`config.mk`:
```
export PLATFORM = sky130hd
export DESIGN_NAME = maze_explorer
export DESIGN_NICKNAME = d
export VERILOG_FILES = /design/src/rtl/maze_pkg.sv /design/src/rtl/maze_explorer_dir_stack.sv /design/src/rtl/maze_explorer.sv
export SDC_FILE = /design/constraint.sdc
export NUM_CORES = 1
export LEC_CHECK = 0
export CELL_PAD_IN_SITES_DETAIL_PLACEMENT = 1
export CELL_PAD_IN_SITES_GLOBAL_PLACEMENT = 2
export CORE_ASPECT_RATIO = 1.25
export CORE_MARGIN = 2
export CORE_UTILIZATION = 51
export DETAILED_ROUTE_END_ITERATION = 8
export PLACE_DENSITY_LB_ADDON = 0.1
export SYNTH_ARGS = -nofsm -noshare
export SYNTH_HDL_FRONTEND = slang
export SYNTH_SLANG_ARGS = --single-unit
```
`constraint.sdc`:
```
create_clock -name clk -period 10.38 [get_ports clk]
set_input_delay 1.557 -clock clk [delete_from_list [all_inputs] [get_ports clk]]
set_output_delay 1.557 -clock clk [all_outputs]
set_load 0.01 [all_outputs]
```
`src/rtl/maze_pkg.sv`:
```
`default_nettype none
// ============================================================================
//  Module      : maze_pkg
//  Description : Shared types, direction encodings and move helpers for the
//                maze explorer.
//  Revision    : 1.0 - initial release
// ============================================================================
package maze_pkg;

  localparam int GRID = 16;

  localparam logic [1:0] DIR_UP    = 2'd0;
  localparam logic [1:0] DIR_RIGHT = 2'd1;
  localparam logic [1:0] DIR_DOWN  = 2'd2;
  localparam logic [1:0] DIR_LEFT  = 2'd3;

  typedef enum logic [3:0] {
    ST_IDLE = 4'd0,
    ST_MARK = 4'd1,
    ST_PICK = 4'd2,
    ST_READ = 4'd3,
    ST_EVAL = 4'd4,
    ST_POP  = 4'd5,
    ST_DUMP = 4'd6,
    ST_DONE = 4'd7,
    ST_FAIL = 4'd8
  } state_t;

  function automatic logic [1:0] opposite(input logic [1:0] d);
    return d ^ 2'b10;
  endfunction

  // True when a step in direction d stays inside the grid (no wrap-around).
  function automatic logic can_move(input logic [3:0] x, input logic [3:0] y,
                                    input logic [1:0] d);
    logic ok;
    case (d)
      DIR_UP:    ok = (y != 4'd0);
      DIR_RIGHT: ok = (x != 4'(GRID - 1));
      DIR_DOWN:  ok = (y != 4'(GRID - 1));
      default:   ok = (x != 4'd0);
    endcase
    return ok;
  endfunction

  // Returns {x, y} after one step in direction d.
  function automatic logic [7:0] move(input logic [3:0] x, input logic [3:0] y,
                                      input logic [1:0] d);
    logic [3:0] nx;
    logic [3:0] ny;
    nx = x;
    ny = y;
    case (d)
      DIR_UP:    ny = y - 4'd1;
      DIR_RIGHT: nx = x + 4'd1;
      DIR_DOWN:  ny = y + 4'd1;
      default:   nx = x - 4'd1;
    endcase
    return {nx, ny};
  endfunction

endpackage
`default_nettype wire

```
`src/rtl/maze_explorer_dir_stack.sv`:
```
`default_nettype none
// ============================================================================
//  Module      : dir_stack
//  Description : Synchronous 2-bit LIFO of move directions. The indexed read
//                port exists only when PATH_DUMP_EN is defined.
//  Revision    : 1.0 - initial release
// ============================================================================
module dir_stack #(
  parameter int STACK_DEPTH = 256,
  parameter int PTR_W       = 8
) (
  input  logic             clk,
  input  logic             rst,
  input  logic             clear,
  input  logic             push,
  input  logic             pop,
  input  logic [1:0]       push_data,
  output logic [1:0]       top,
  output logic [PTR_W:0]   sp,
  output logic             empty
`ifdef PATH_DUMP_EN
  ,
  input  logic [PTR_W-1:0] rd_idx,
  output logic [1:0]       rd_data
`endif
);

  localparam logic [PTR_W:0] c_one = (PTR_W + 1)'(1);

  logic [1:0]       r_mem [STACK_DEPTH];
  logic [PTR_W:0]   r_sp;
  logic [PTR_W-1:0] w_top_idx;

  assign w_top_idx = PTR_W'(r_sp - c_one);
  assign top       = r_mem[w_top_idx];
  assign sp        = r_sp;
  assign empty     = (r_sp == '0);

`ifdef PATH_DUMP_EN
  assign rd_data = r_mem[rd_idx];
`endif

  always_ff @(posedge clk) begin
    if (rst || clear) begin
      r_sp <= '0;
    end else if (push) begin
      r_sp <= r_sp + c_one;
    end else if (pop) begin
      r_sp <= r_sp - c_one;
    end
  end

  // Storage is left unreset; only the pointer defines valid contents.
  always_ff @(posedge clk) begin
    if (push && !rst && !clear) begin
      r_mem[r_sp[PTR_W-1:0]] <= push_data;
    end
  end

  a_no_overflow : assert property (@(posedge clk) disable iff (rst)
                                   push |-> (r_sp < STACK_DEPTH));

endmodule
`default_nettype wire

```
`src/rtl/maze_explorer.sv`:
```
`default_nettype none
// ============================================================================
//  Module      : maze_explorer
//  Description : Depth-first solver driving the 16x16 maze bitmap memory.
//                Optional macro PATH_DUMP_EN streams the solved path out.
//  Revision    : 1.0 - initial release
// ============================================================================
module maze_explorer
  import maze_pkg::*;
#(
  parameter int GOAL_X      = 15,
  parameter int GOAL_Y      = 15,
  parameter int STACK_DEPTH = 256,
  parameter int PTR_W       = 8
) (
  input  logic           clk,
  input  logic           rst,
  input  logic           start,
  output logic           rd,
  output logic           wr,
  output logic [3:0]     x_pos,
  output logic [3:0]     y_pos,
  output logic           wr_data,
  input  logic           rd_data,
  output logic           busy,
  output logic           done,
  output logic           fail,
  output logic [PTR_W:0] path_len
`ifdef PATH_DUMP_EN
  ,
  output logic [1:0]     dir_out,
  output logic           dir_valid
`endif
);

  localparam logic [3:0] c_goal_x = 4'(GOAL_X);
  localparam logic [3:0] c_goal_y = 4'(GOAL_Y);

  state_t         r_state, w_state_n;
  logic [3:0]     r_cur_x, r_cur_y, w_cur_x, w_cur_y;
  logic [3:0]     r_nxt_x, r_nxt_y, w_nxt_x, w_nxt_y;
  logic [2:0]     r_cand, w_cand;
  logic           r_rd, r_wr, r_wr_data;
  logic [3:0]     r_x_pos, r_y_pos;
  logic           r_busy, r_done, r_fail;
  logic [PTR_W:0] r_path_len;

  logic           w_push, w_pop, w_clear;
  logic [1:0]     w_top;
  logic [PTR_W:0] w_sp;
  logic           w_empty;
  logic [7:0]     w_fwd, w_back;

`ifdef PATH_DUMP_EN
  localparam logic [PTR_W:0] c_one = (PTR_W + 1)'(1);
  logic [PTR_W-1:0] r_dump_idx, w_dump_idx;
  logic [1:0]       w_dump_dir;
`endif

  dir_stack #(
    .STACK_DEPTH(STACK_DEPTH),
    .PTR_W      (PTR_W)
  ) u_stack (
    .clk      (clk),
    .rst      (rst),
    .clear    (w_clear),
    .push     (w_push),
    .pop      (w_pop),
    .push_data(r_cand[1:0]),
    .top      (w_top),
    .sp       (w_sp),
    .empty    (w_empty)
`ifdef PATH_DUMP_EN
    ,
    .rd_idx   (r_dump_idx),
    .rd_data  (w_dump_dir)
`endif
  );

  assign w_fwd  = move(r_cur_x, r_cur_y, r_cand[1:0]);
  assign w_back = move(r_cur_x, r_cur_y, opposite(w_top));

  always_comb begin
    w_state_n = r_state;
    w_cur_x   = r_cur_x;
    w_cur_y   = r_cur_y;
    w_nxt_x   = r_nxt_x;
    w_nxt_y   = r_nxt_y;
    w_cand    = r_cand;
    w_push    = 1'b0;
    w_pop     = 1'b0;
    w_clear   = 1'b0;
`ifdef PATH_DUMP_EN
    w_dump_idx = r_dump_idx;
`endif
    case (r_state)
      ST_IDLE: begin
        if (start) begin
          w_clear   = 1'b1;
          w_cur_x   = 4'd0;
          w_cur_y   = 4'd0;
          w_cand    = 3'd0;
          w_state_n = ST_MARK;
        end
      end
      ST_MARK: w_state_n = ST_PICK;
      ST_PICK: begin
        if (r_cur_x == c_goal_x && r_cur_y == c_goal_y) begin
`ifdef PATH_DUMP_EN
          w_dump_idx = '0;
          w_state_n  = w_empty ? ST_DONE : ST_DUMP;
`else
          w_state_n = ST_DONE;
`endif
        end else if (r_cand == 3'd4) begin
          w_state_n = ST_POP;
        end else if (!can_move(r_cur_x, r_cur_y, r_cand[1:0])) begin
          w_cand = r_cand + 3'd1;
        end else begin
          w_nxt_x   = w_fwd[7:4];
          w_nxt_y   = w_fwd[3:0];
          w_state_n = ST_READ;
        end
      end
      ST_READ: w_state_n = ST_EVAL;
      ST_EVAL: begin
        if (rd_data) begin
          w_cand    = r_cand + 3'd1;
          w_state_n = ST_PICK;
        end else begin
          w_push    = 1'b1;
          w_cur_x   = r_nxt_x;
          w_cur_y   = r_nxt_y;
          w_cand    = 3'd0;
          w_state_n = ST_MARK;
        end
      end
      ST_POP: begin
        if (w_empty) begin
          w_state_n = ST_FAIL;
        end else begin
          // Step back along the reverse of the popped move, resume after it.
          w_pop     = 1'b1;
          w_cur_x   = w_back[7:4];
          w_cur_y   = w_back[3:0];
          w_cand    = {1'b0, w_top} + 3'd1;
          w_state_n = ST_PICK;
        end
      end
`ifdef PATH_DUMP_EN
      ST_DUMP: begin
        w_dump_idx = r_dump_idx + 1'b1;
        if (({1'b0, r_dump_idx} + c_one) == w_sp) begin
          w_state_n = ST_DONE;
        end
      end
`endif
      default: w_state_n = ST_IDLE;
    endcase
  end

  always_ff @(posedge clk) begin
    if (rst) begin
      r_state    <= ST_IDLE;
      r_cur_x    <= 4'd0;
      r_cur_y    <= 4'd0;
      r_nxt_x    <= 4'd0;
      r_nxt_y    <= 4'd0;
      r_cand     <= 3'd0;
      r_rd       <= 1'b0;
      r_wr       <= 1'b0;
      r_wr_data  <= 1'b0;
      r_x_pos    <= 4'd0;
      r_y_pos    <= 4'd0;
      r_busy     <= 1'b0;
      r_done     <= 1'b0;
      r_fail     <= 1'b0;
      r_path_len <= '0;
    end else begin
      r_state   <= w_state_n;
      r_cur_x   <= w_cur_x;
      r_cur_y   <= w_cur_y;
      r_nxt_x   <= w_nxt_x;
      r_nxt_y   <= w_nxt_y;
      r_cand    <= w_cand;
      // Strobes and address are derived from the next state so they are
      // registered yet line up with the READ / MARK cycles.
      r_rd      <= (w_state_n == ST_READ);
      r_wr      <= (w_state_n == ST_MARK);
      r_wr_data <= (w_state_n == ST_MARK);
      if (w_state_n == ST_READ) begin
        r_x_pos <= w_nxt_x;
        r_y_pos <= w_nxt_y;
      end else if (w_state_n == ST_MARK) begin
        r_x_pos <= w_cur_x;
        r_y_pos <= w_cur_y;
      end
      if (r_state == ST_IDLE && start) begin
        r_busy <= 1'b1;
        r_done <= 1'b0;
        r_fail <= 1'b0;
      end
      if (r_state == ST_DONE) begin
        r_done     <= 1'b1;
        r_busy     <= 1'b0;
        r_path_len <= w_sp;
      end
      if (r_state == ST_FAIL) begin
        r_fail     <= 1'b1;
        r_busy     <= 1'b0;
        r_path_len <= w_sp;
      end
    end
  end

`ifdef PATH_DUMP_EN
  always_ff @(posedge clk) begin
    if (rst) begin
      r_dump_idx <= '0;
    end else begin
      r_dump_idx <= w_dump_idx;
    end
  end

  assign dir_out   = w_dump_dir;
  assign dir_valid = (r_state == ST_DUMP);
`endif

  assign rd       = r_rd;
  assign wr       = r_wr;
  assign wr_data  = r_wr_data;
  assign x_pos    = r_x_pos;
  assign y_pos    = r_y_pos;
  assign busy     = r_busy;
  assign done     = r_done;
  assign fail     = r_fail;
  assign path_len = r_path_len;

  a_no_rd_wr : assert property (@(posedge clk) disable iff (rst) !(r_rd && r_wr));

endmodule
`default_nettype wire

```
==> results.py, run 1 <==
metrics = {
    "setup_path": {
        "critPathLaunchType": "flop",
        "r2r_slack_ps": 3810,
        "critPathLaunch": "u_stack.sp[0]",
        "crit_slowest_cell": "buf_4",
        "critical_path_class": "flop to flop",
        "critPathRequiredTime_ps": 10880,
        "cp_common_cell": "mux4_2",
        "r2r-start": "u_stack.sp[0]",
        "arrival_ps": 7070,
        "crit_path_max_fanout": 50,
        "worstPathCellList": "buf_4 -> buf_4 -> mux4_2 -> mux4_2 -> mux4_2 -> mux4_2 -> ha_1 -> nor4b_1 -> a21oi_1 -> nor2_1 -> a221oi_1 -> nor3_1 -> a221oi_1 -> nor2_1 -> a221o_1",
        "end_kind": "flop",
        "ff2ff_path_depth": 15,
        "slowest_delay_ps": 890,
    },
    "sta": {
        "finalCritPeriodShare_pct": 63.3,
        "fmax_mhz": 152,
        "setup_viol": 0,
        "postLayoutSetupSlackWorst_ps": 3810,
        "hold_viol": 0,
        "min_period_ps": 6570,
        "finalMaxSlewViolations": 0,
        "finClkSkew_ps": 11.1,
        "rsz0062_at_grt": "no",
        "relSlewSlack_pct": 25.3,
        "worstMarginPinSlew_ps": 1120,
        "tns_ps": 0,
        "whs_ps": 462,
    },
    "cells_and_area": {
        "nFillCells": 4195,
        "layout_commonest_cell": "edfxtp_1",
        "syn_to_final_growth_pct": 11.8,
        "drive_gt1_share_pct": 18.5,
        "final_area_um2": 26900,
        "layout_common_cells": "edfxtp_1, nor2_1, mux4_2",
        "nets": 1555,
        "antenna_cells": 0,
    },
    "route": {
        "routed_wl_mm": 63.3,
        "post_drt_wl_per_cell_um": 28.7,
        "vias": 13700,
        "firstDrtPassIters": 5,
        "initialDrtViolationCount": 1120,
        "via_per_inst": 6.22,
        "ant_nets": 0,
        "drc": 0,
    },
    "clock_tree": {
        "hold_buffers": 0,
        "clkSinkCount": 566,
        "cts_resized": 0,
        "postCtsSetupRepairBufs": 0,
        "cts_buffer_depth": 3,
        "cts_tree": "yes",
        "h-tree-depth": 2,
        "insertion_delay_ps": 620,
        "cts_buffers": 54,
        "cts_root_buffer": "clkbuf_16",
        "cts.clk_slew.worst_paths_ps": 60,
    },
    "logic_synthesis": {
        "ys_async_sr_fraction_pct": 0,
        "synth_area_leaders": "edfxtp_1, mux4_2, nor2_1",
        "synth_cells": 1529,
        "ys_ff_latch": 566,
        "yosys_warnings": 0,
        "synth_ff_type": "edfxtp_1",
        "synth_fp_nets": 1549,
        "synth_area_um2": 24100,
        "avgSynthCellArea_um2": 15.7,
        "yosysUniqueCellTypes": 61,
        "yosysTopAreaCell": "edfxtp_1",
        "yosysTopAreaCellShare_pct": 63.9,
        "synth-edff-count": 512,
        "yosysSeqAreaShare_pct": 68.4,
    },
    "power_and_ir_drop": {
        "p_clk_share_pct": 45.3,
        "p_leak_nw": 8.17,
        "max-vdd-ir-drop_mv": 0.141,
        "p_per_area_nw_per_um2": 178,
        "p_sw_uw": 958,
        "swShare_pct": 20.1,
        "power.internal_mw": 3.82,
        "sequentialPowerShare_pct": 52.7,
        "combPwrFrac_pct": 2.0,
        "power_mw": 4.78,
    },
    "placed_design": {
        "pre_cts_ws_ps": 3680,
        "place_area_um2": 24900,
        "place.port_buffers": 26,
        "dp_hpwl_mm": 38.3,
        "gp_congestion": 0.805,
    },
    "worst_hold_path": {
        "hold_path_depth": 2,
        "hold_class": "flop to flop",
        "min-delay-start": "r_nxt_y[1]",
    },
    "floorplan": {
        "die_y_um": 247,
        "core_um2": 46400,
        "start_util_pct": 51.9,
        "die_w_um": 198,
        "rows": 88,
        "ioPinCount": 27,
        "dieArea_um2": 48900,
    },
    "global_route": {
        "grt_max_degree": 113,
        "track_usage_pct": 26.9,
        "grt.overflow.total": 0,
        "grt_pass1_wl_mm": 95.4,
        "grt_pass1_vias": 14600,
        "antenna_found_initial": 2,
    },
    "status": {
        "outcome": "finished, final reports clean",
    },
    "job": {
        "max-cap-violations": 0,
    },
}
## power by group through the flow
stage,Clock (mW),Combinational (mW),Sequential [mW]
5_1_grt,2.27,0.105,2.52
6_report,2.16,0.0959,2.52
4_1_cts,2.20,0.0969,2.52
3_3_place_gp,0,0.0950,2.57
2_1_floorplan,0,0.0428,2.59
3_5_place_dp,0,0.0969,2.57
## cells in the mapped netlist (14+ instances only)
master,number
edfxtp_1,512
nor2_1,319
buf_2,23
a21oi_1,30
o21ai_0,22
inv_1,17
clkbuf_1,68
nand2_1,68
mux2i_1,30
dfxtp_1,54
nor3_1,21
mux4_2,151
ha_1,16
nand3_1,14
## path summary, 6_finish.rpt
path	to
max	y_pos[3]
min reg2reg	r_nxt_y[1]
min	r_nxt_y[1]
max reg2reg	y_pos[3]
## cell families (layout without fill, tap and decap cells)
group | count (synthesis) | in the layout | share of synthesized area, %
compound gates | 131 | 131 | 3.64
xor+xnor | 17 | 17 | 0.619
fa+ha+maj | 16 | 16 | 0.832
buf+inv | 124 | 175 | 2.15
flops | 566 | 566 | 68.4
mux | 187 | 187 | 15.7
simple gates | 488 | 488 | 8.61
## per-stage QoR
step	util (%)	instances
floorplan	-	1529
global placement	53.8	2109
detailed placement	53.8	2109
CTS	58.0	2210
global route	58.0	2210
finish	58.0	2210
## critical path: cells and delay by family, from the launching register on
family                     cells  cell delay [ps]
AOI/OAI and AO/OA              4              950
adders and majority gates      1              290
buffers and inverters          2             1600
DFF                            1              860
muxes                          4             2230
and+or+nand+nor                4              400
## layout make-up
type                       instances  area [um^2]  area share, %
clock buffer                      60         1400           5.19
clock inverter                    41          552           2.05
inverter                          18         67.6          0.251
multi-input combinational        839         7130           26.5
sequential                       566        16500           61.2
tap                              630          788           2.93
timing repair buffer              56          493           1.83
## flip-flops by register name, indices dropped and copies added, names as in the netlist
name,cells
r_cur_x,4
u_stack.r_mem,512
y_pos,4
r_nxt_x,4
busy,1
x_pos,4
r_cur_y,4
r_cand,3
r_state,4
path_len,9
wr_data,1
done,1
r_nxt_y,4
fail,1
rd,1
u_stack.sp,9
## per-layer routing
metal  share of wire [%]  up-vias  global-route usage (%)
met3                 5.5      112                    4.01
met2                  51      413                    45.7
met5               0.019        -                       0
met4                 3.0        2                    8.74
li1                    -     5921                       -
met1                  41     7298                    35.7
(Power assumes the default switching activity.)
==> run 2: changes to the inputs <==
--- a/config.mk
+++ b/config.mk
@@ -9,7 +9,7 @@
 export CELL_PAD_IN_SITES_GLOBAL_PLACEMENT = 2
 export CORE_ASPECT_RATIO = 1.25
 export CORE_MARGIN = 2
-export CORE_UTILIZATION = 51
+export CORE_UTILIZATION = 43
 export DETAILED_ROUTE_END_ITERATION = 8
 export PLACE_DENSITY_LB_ADDON = 0.1
 export SYNTH_ARGS = -nofsm -noshare
==> constraint.sdc (replaced) <==
create_clock -name clk -period 5.4 [get_ports clk]
set_input_delay 0.81 -clock clk [delete_from_list [all_inputs] [get_ports clk]]
set_output_delay 0.81 -clock clk [all_outputs]
set_load 0.01 [all_outputs]
==> run 2 against run 1 <==
Against the previous run: fmax increased by 30%; first-iteration DRC count decreased by 15%; power increased by 92%; critical path depth increased by 1; wire length increased by 0.54%; non-clock buffer count increased by 10; via count decreased by 2.0%; setup slack got worse by 3500 ps; combinational power increased by 91%; sequential share of layout area decreased by 0.69 points; final area increased by 1.1%; critical path type unchanged.
==> results.py, run 2 (same netlist as run 1, synthesis figures left out) <==
metrics = {
    "clock_tree": {
        "cts.clk_slew.worst_paths_ps": 60,
        "cts_resized": 0,
        "clkSinkCount": 566,
        "postCtsSetupRepairBufs": 0,
        "hold_buffers": 0,
        "cts_buffers": 57,
        "cts_buffer_depth": 3,
        "h-tree-depth": 2,
        "cts_tree": "yes",
        "cts_root_buffer": "clkbuf_16",
        "insertion_delay_ps": 620,
    },
    "route": {
        "routed_wl_mm": 63.7,
        "drc": 0,
        "firstDrtPassIters": 5,
        "initialDrtViolationCount": 955,
        "via_per_inst": 5.78,
        "vias": 13500,
        "ant_nets": 0,
        "post_drt_wl_per_cell_um": 27.3,
    },
    "sta": {
        "relSlewSlack_pct": 21.8,
        "fmax_mhz": 198,
        "rsz0062_at_grt": "no",
        "whs_ps": 470,
        "finalCritPeriodShare_pct": 93.6,
        "tns_ps": 0,
        "finalMaxSlewViolations": 0,
        "postLayoutSetupSlackWorst_ps": 346,
        "hold_viol": 0,
        "worstMarginPinSlew_ps": 1170,
        "setup_viol": 0,
        "finClkSkew_ps": 25.0,
        "min_period_ps": 5050,
    },
    "power_and_ir_drop": {
        "max-vdd-ir-drop_mv": 0.296,
        "power_mw": 9.17,
        "power.internal_mw": 7.35,
        "p_leak_nw": 8.25,
        "p_sw_mw": 1.82,
        "p_per_area_nw_per_um2": 337,
        "swShare_pct": 19.9,
        "p_clk_share_pct": 45.2,
        "combPwrFrac_pct": 2.0,
        "sequentialPowerShare_pct": 52.8,
    },
    "placed_design": {
        "place.port_buffers": 26,
        "dp_hpwl_mm": 38.8,
        "gp_congestion": 0.802,
        "dpl.cell_count": 2224,
        "pre_cts_ws_ps": 342,
        "place_area_um2": 25200,
    },
    "floorplan": {
        "dieArea_um2": 57900,
        "core_um2": 55100,
        "die_w_um": 216,
        "die_y_um": 268,
        "rows": 96,
        "start_util_pct": 43.6,
        "ioPinCount": 27,
    },
    "worst_hold_path": {
        "hold_path_depth": 2,
        "hold_class": "flop to flop",
    },
    "cells_and_area": {
        "layout_common_cells": "edfxtp_1, nor2_1, mux4_2",
        "layout_commonest_cell": "edfxtp_1",
        "final_util_pct": 49.3,
        "drive_gt1_share_pct": 18.9,
        "antenna_cells": 0,
        "syn_to_final_growth_pct": 13.1,
        "final_area_um2": 27200,
        "nets": 1568,
        "final_cells": 2329,
        "largest_reg_flops": 512,
        "nFillCells": 5201,
    },
    "setup_path": {
        "crit_slowest_cell": "mux4_2",
        "slowest_delay_ps": 550,
        "arrival_ps": 5550,
        "crit_cells": 16,
        "critPathBufInv": 2,
        "cp_common_cell": "mux4_2",
        "critPathLaunchType": "flop",
        "critical_path_class": "flop to flop",
        "critPathRequiredTime_ps": 5900,
        "crit_path_max_fanout": 18,
        "cpLargestDelayFamily": "multiplexers",
        "end_kind": "flop",
        "worstPathCellList": "inv_1 -> ha_4 -> buf_4 -> mux4_2 -> mux4_2 -> mux4_2 -> mux4_2 -> ha_1 -> nor4b_1 -> a21oi_1 -> nor2_1 -> a221oi_1 -> nor3_1 -> a221oi_1 -> nor2_1 -> a221o_1",
        "ff2ff_path_depth": 16,
    },
    "global_route": {
        "grt_pass1_wl_mm": 95.5,
        "grt.overflow.total": 0,
        "grt_pass1_vias": 14300,
        "grt_max_degree": 121,
        "track_usage_pct": 22.6,
        "antenna_found_initial": 3,
    },
    "job": {
        "max-cap-violations": 0,
    },
    "status": {
        "outcome": "finished, final reports clean",
    },
}
-- run 2: changes by cell type in the layout (fill, tap and decap cells not counted), sizes merged --
| cell | before | now |
|---|---|---|
| buf | 31 | 41 |
| clkinvlp | 4 | 2 |
| bufinv | 13 | 11 |
| clkbuf | 60 | 71 |
| inv | 20 | 19 |
| clkinv | 22 | 20 |
-- run 2: worst register-to-register path, stage by stage (launching register included) --
cell	delay (ps)
dfxtp_1	430
inv_1	170
ha_4	370
buf_4	350
mux4_2	380
mux4_2	520
mux4_2	530
mux4_2	550
ha_1	300
nor4b_1	180
a21oi_1	140
nor2_1	60
a221oi_1	230
nor3_1	90
a221oi_1	240
nor2_1	80
a221o_1	320
-- run 2: layer usage --
metal  part of all wire, %  up-vias  GRT usage, %
li1                      -     5961             -
met1                    43     7114          30.0
met2                    50      292          38.9
met3                   4.2       98          3.45
met4                   2.7        4          6.67
met5                 0.041        -             0
-- run 2: path summary, 6_finish.rpt --
check | start | slack, ps | endpoint
hold / removal | r_nxt_x[1] | 470 | r_nxt_x[1]
hold reg to reg | r_nxt_x[1] | 470 | r_nxt_x[1]
setup reg to reg | u_stack.sp[1] | 350 | y_pos[3]
setup / recovery | u_stack.sp[1] | 350 | y_pos[3]
-- run 2: power groups by stage --
stage,registers [mW],clock network (mW),logic (mW)
after detailed placement,4.94,0,0.186
final,4.85,4.14,0.183
after CTS,4.85,4.24,0.186
after global placement,4.94,0,0.183
after floorplan,4.96,0,0.0821
after global routing,4.85,4.39,0.201
-- run 2: cell type report --
type | instances | area (um^2) | share of cell area [%]
flip-flops and latches | 566 | 16500 | 60.6
multi-input cells | 839 | 7140 | 26.3
clock buffers | 71 | 1500 | 5.52
well taps | 735 | 920 | 3.38
repair buffers | 66 | 643 | 2.36
clock inverters | 34 | 455 | 1.67
inverters | 18 | 67.6 | 0.248
==> run 3: changes to the inputs <==
--- a/config.mk
+++ b/config.mk
@@ -9,7 +9,8 @@
 export CELL_PAD_IN_SITES_GLOBAL_PLACEMENT = 2
 export CORE_ASPECT_RATIO = 1.25
 export CORE_MARGIN = 2
-export CORE_UTILIZATION = 43
+export CORE_UTILIZATION = 44
+export CTS_BUF_LIST = sky130_fd_sc_hd__clkbuf_8
 export DETAILED_ROUTE_END_ITERATION = 8
 export PLACE_DENSITY_LB_ADDON = 0.1
 export SYNTH_ARGS = -nofsm -noshare
==> run 3 against run 2 <==
Against the previous run: register-to-register slack improved by 50 ps; clock skew rose by 0.50 ps; combinational power rose by 4%; non-clock buffer count rose by 6; first-iteration DRC count up 27%; cell count is 2.4% higher; setup slack improved by 54 ps; die area is 2.2% lower; critical path depth shrank 1.
==> results.py, run 3 (same netlist as run 1, synthesis figures left out) <==
metrics = {
    "route": {
        "drc": 0,
        "ant_nets": 0,
        "post_drt_wl_per_cell_um": 27.3,
        "initialDrtViolationCount": 1213,
        "via_per_inst": 5.74,
        "firstDrtPassIters": 5,
        "routed_wl_mm": 65.0,
        "vias": 13700,
    },
    "clock_tree": {
        "hold_buffers": 0,
        "h-tree-depth": 3,
        "cts_buffer_depth": 3,
        "cts_root_buffer": "clkbuf_8",
        "clkSinkCount": 566,
        "cts_buffers": 91,
        "cts.clk_slew.worst_paths_ps": 60,
        "insertion_delay_ps": 680,
        "cts_tree": "yes",
    },
    "sta": {
        "relSlewSlack_pct": 21.6,
        "finalCritPeriodShare_pct": 92.6,
        "hold_viol": 0,
        "fmax_mhz": 200,
        "whs_ps": 464,
        "min_period_ps": 5000,
        "rsz0062_at_grt": "no",
        "finalMaxSlewViolations": 0,
        "worstMarginPinSlew_ps": 1180,
        "setup_viol": 0,
        "tns_ps": 0,
        "finClkSkew_ps": 25.5,
    },
    "status": {
        "outcome": "finished, final reports clean",
    },
    "cells_and_area": {
        "final_cells": 2384,
        "final_util_pct": 50.1,
        "ff_latch_area_um2": 16500,
        "final_area_um2": 27000,
        "syn_to_final_growth_pct": 12.1,
        "drive_gt1_share_pct": 20.4,
        "nets": 1608,
        "layout_commonest_cell": "edfxtp_1",
        "layout_common_cells": "edfxtp_1, nor2_1, mux4_2",
        "multiInputGateArea_um2": 7140,
        "largest_reg_flops": 512,
        "nFillCells": 5169,
    },
    "setup_path": {
        "critPathLaunchType": "flop",
        "end_kind": "flop",
        "crit_path_max_fanout": 43,
        "arrival_ps": 5550,
        "critical_path_class": "flop to flop",
        "critPathRequiredTime_ps": 5950,
    },
    "global_route": {
        "grt.overflow.total": 0,
        "track_usage_pct": 23.6,
        "grt_pass1_wl_mm": 96.2,
        "antenna_found_initial": 1,
        "grt_max_degree": 117,
        "grt_pass1_vias": 14500,
    },
    "placed_design": {
        "place.port_buffers": 26,
        "gp_congestion": 0.800,
        "dp_hpwl_mm": 39.9,
        "place_area_um2": 25300,
        "dpl.cell_count": 2221,
    },
    "power_and_ir_drop": {
        "max-vdd-ir-drop_mv": 0.191,
        "sequentialPowerShare_pct": 57.2,
        "swShare_pct": 22.4,
        "p_sw_mw": 1.90,
        "p_leak_nw": 8.28,
        "p_per_area_nw_per_um2": 314,
        "p_clk_share_pct": 40.5,
        "power.internal_mw": 6.57,
        "combPwrFrac_pct": 2.3,
    },
    "floorplan": {
        "start_util_pct": 44.7,
        "die_w_um": 213,
        "die_y_um": 265,
        "core_um2": 53800,
        "dieArea_um2": 56600,
        "rows": 95,
        "ioPinCount": 27,
    },
    "job": {
        "max-cap-violations": 0,
    },
    "worst_hold_path": {
        "hold_class": "flop to flop",
    },
}
run 3: cell types whose count changed in the layout (fill, tap and decap cells not counted), moves of 9 or more:
cell	before	now
clkbuf_8	0	93
clkbuf_1	13	0
inv_1	17	41
clkbuf_16	58	1
bufinv_16	11	2
clkinv_1	11	25
run 3: power by group through the flow:
stage / Combinational [mW] / Clock, mW / Sequential (mW)
floorplan: 0.0821 / 0 / 4.96
global placement: 0.190 / 0 / 4.93
detailed placement: 0.194 / 0 / 4.93
CTS: 0.194 / 3.53 / 4.84
global route: 0.212 / 3.70 / 4.84
finish: 0.191 / 3.43 / 4.84
run 3: repair_timing:
action,4_1_cts,5_1_grt
setup buffers,0,0
resized for setup,0,6
endpoints found under the setup margin,0,2
run 3: layout make-up:
class / count / area share, %
antenna: 1 / 0.00928
clock buffer: 93 / 4.75
clock inverter: 68 / 1.37
inverter: 18 / 0.251
multi-input combinational: 839 / 26.5
sequential: 566 / 61.1
tap: 727 / 3.37
timing repair buffer: 72 / 2.67
run 3: worst paths after layout:
kind,start,endpoint,slack [ps],cells after the start
worst max-delay path,u_stack.sp[0],y_pos[3],400,15
worst min-delay path,fail,fail,460,2
worst max register to register,u_stack.sp[0],y_pos[3],400,15
worst min register to register,fail,fail,460,2
run 3: critical path, stage by stage (launching register included):
cell	delay, ps
dfxtp_4	390
buf_12	300
buf_4	330
mux4_2	560
mux4_2	510
mux4_2	510
mux4_2	560
ha_1	290
nor4b_1	170
a21oi_1	140
nor2_1	50
a221oi_1	230
nor3_1	80
a221oi_1	240
nor2_1	90
a221o_1	330
run 3: metal layers:
layer  global-route usage [%]  vias up  part of all wire [%]
met3                     3.61      108                   4.5
met1                     31.9     7203                    43
met2                     38.8      310                    50
met4                     8.86        0                   3.0
met5                        0        -                     0
li1                         -     6054                     -
run 3: metrics by stage:
stage	total power [mW]	setup slack, ps
2_1_floorplan	5.04	7.38
3_3_place_gp	5.12	334
3_5_place_dp	5.13	237
4_1_cts	8.57	203
5_1_grt	8.76	30.2
6_report	8.47	400
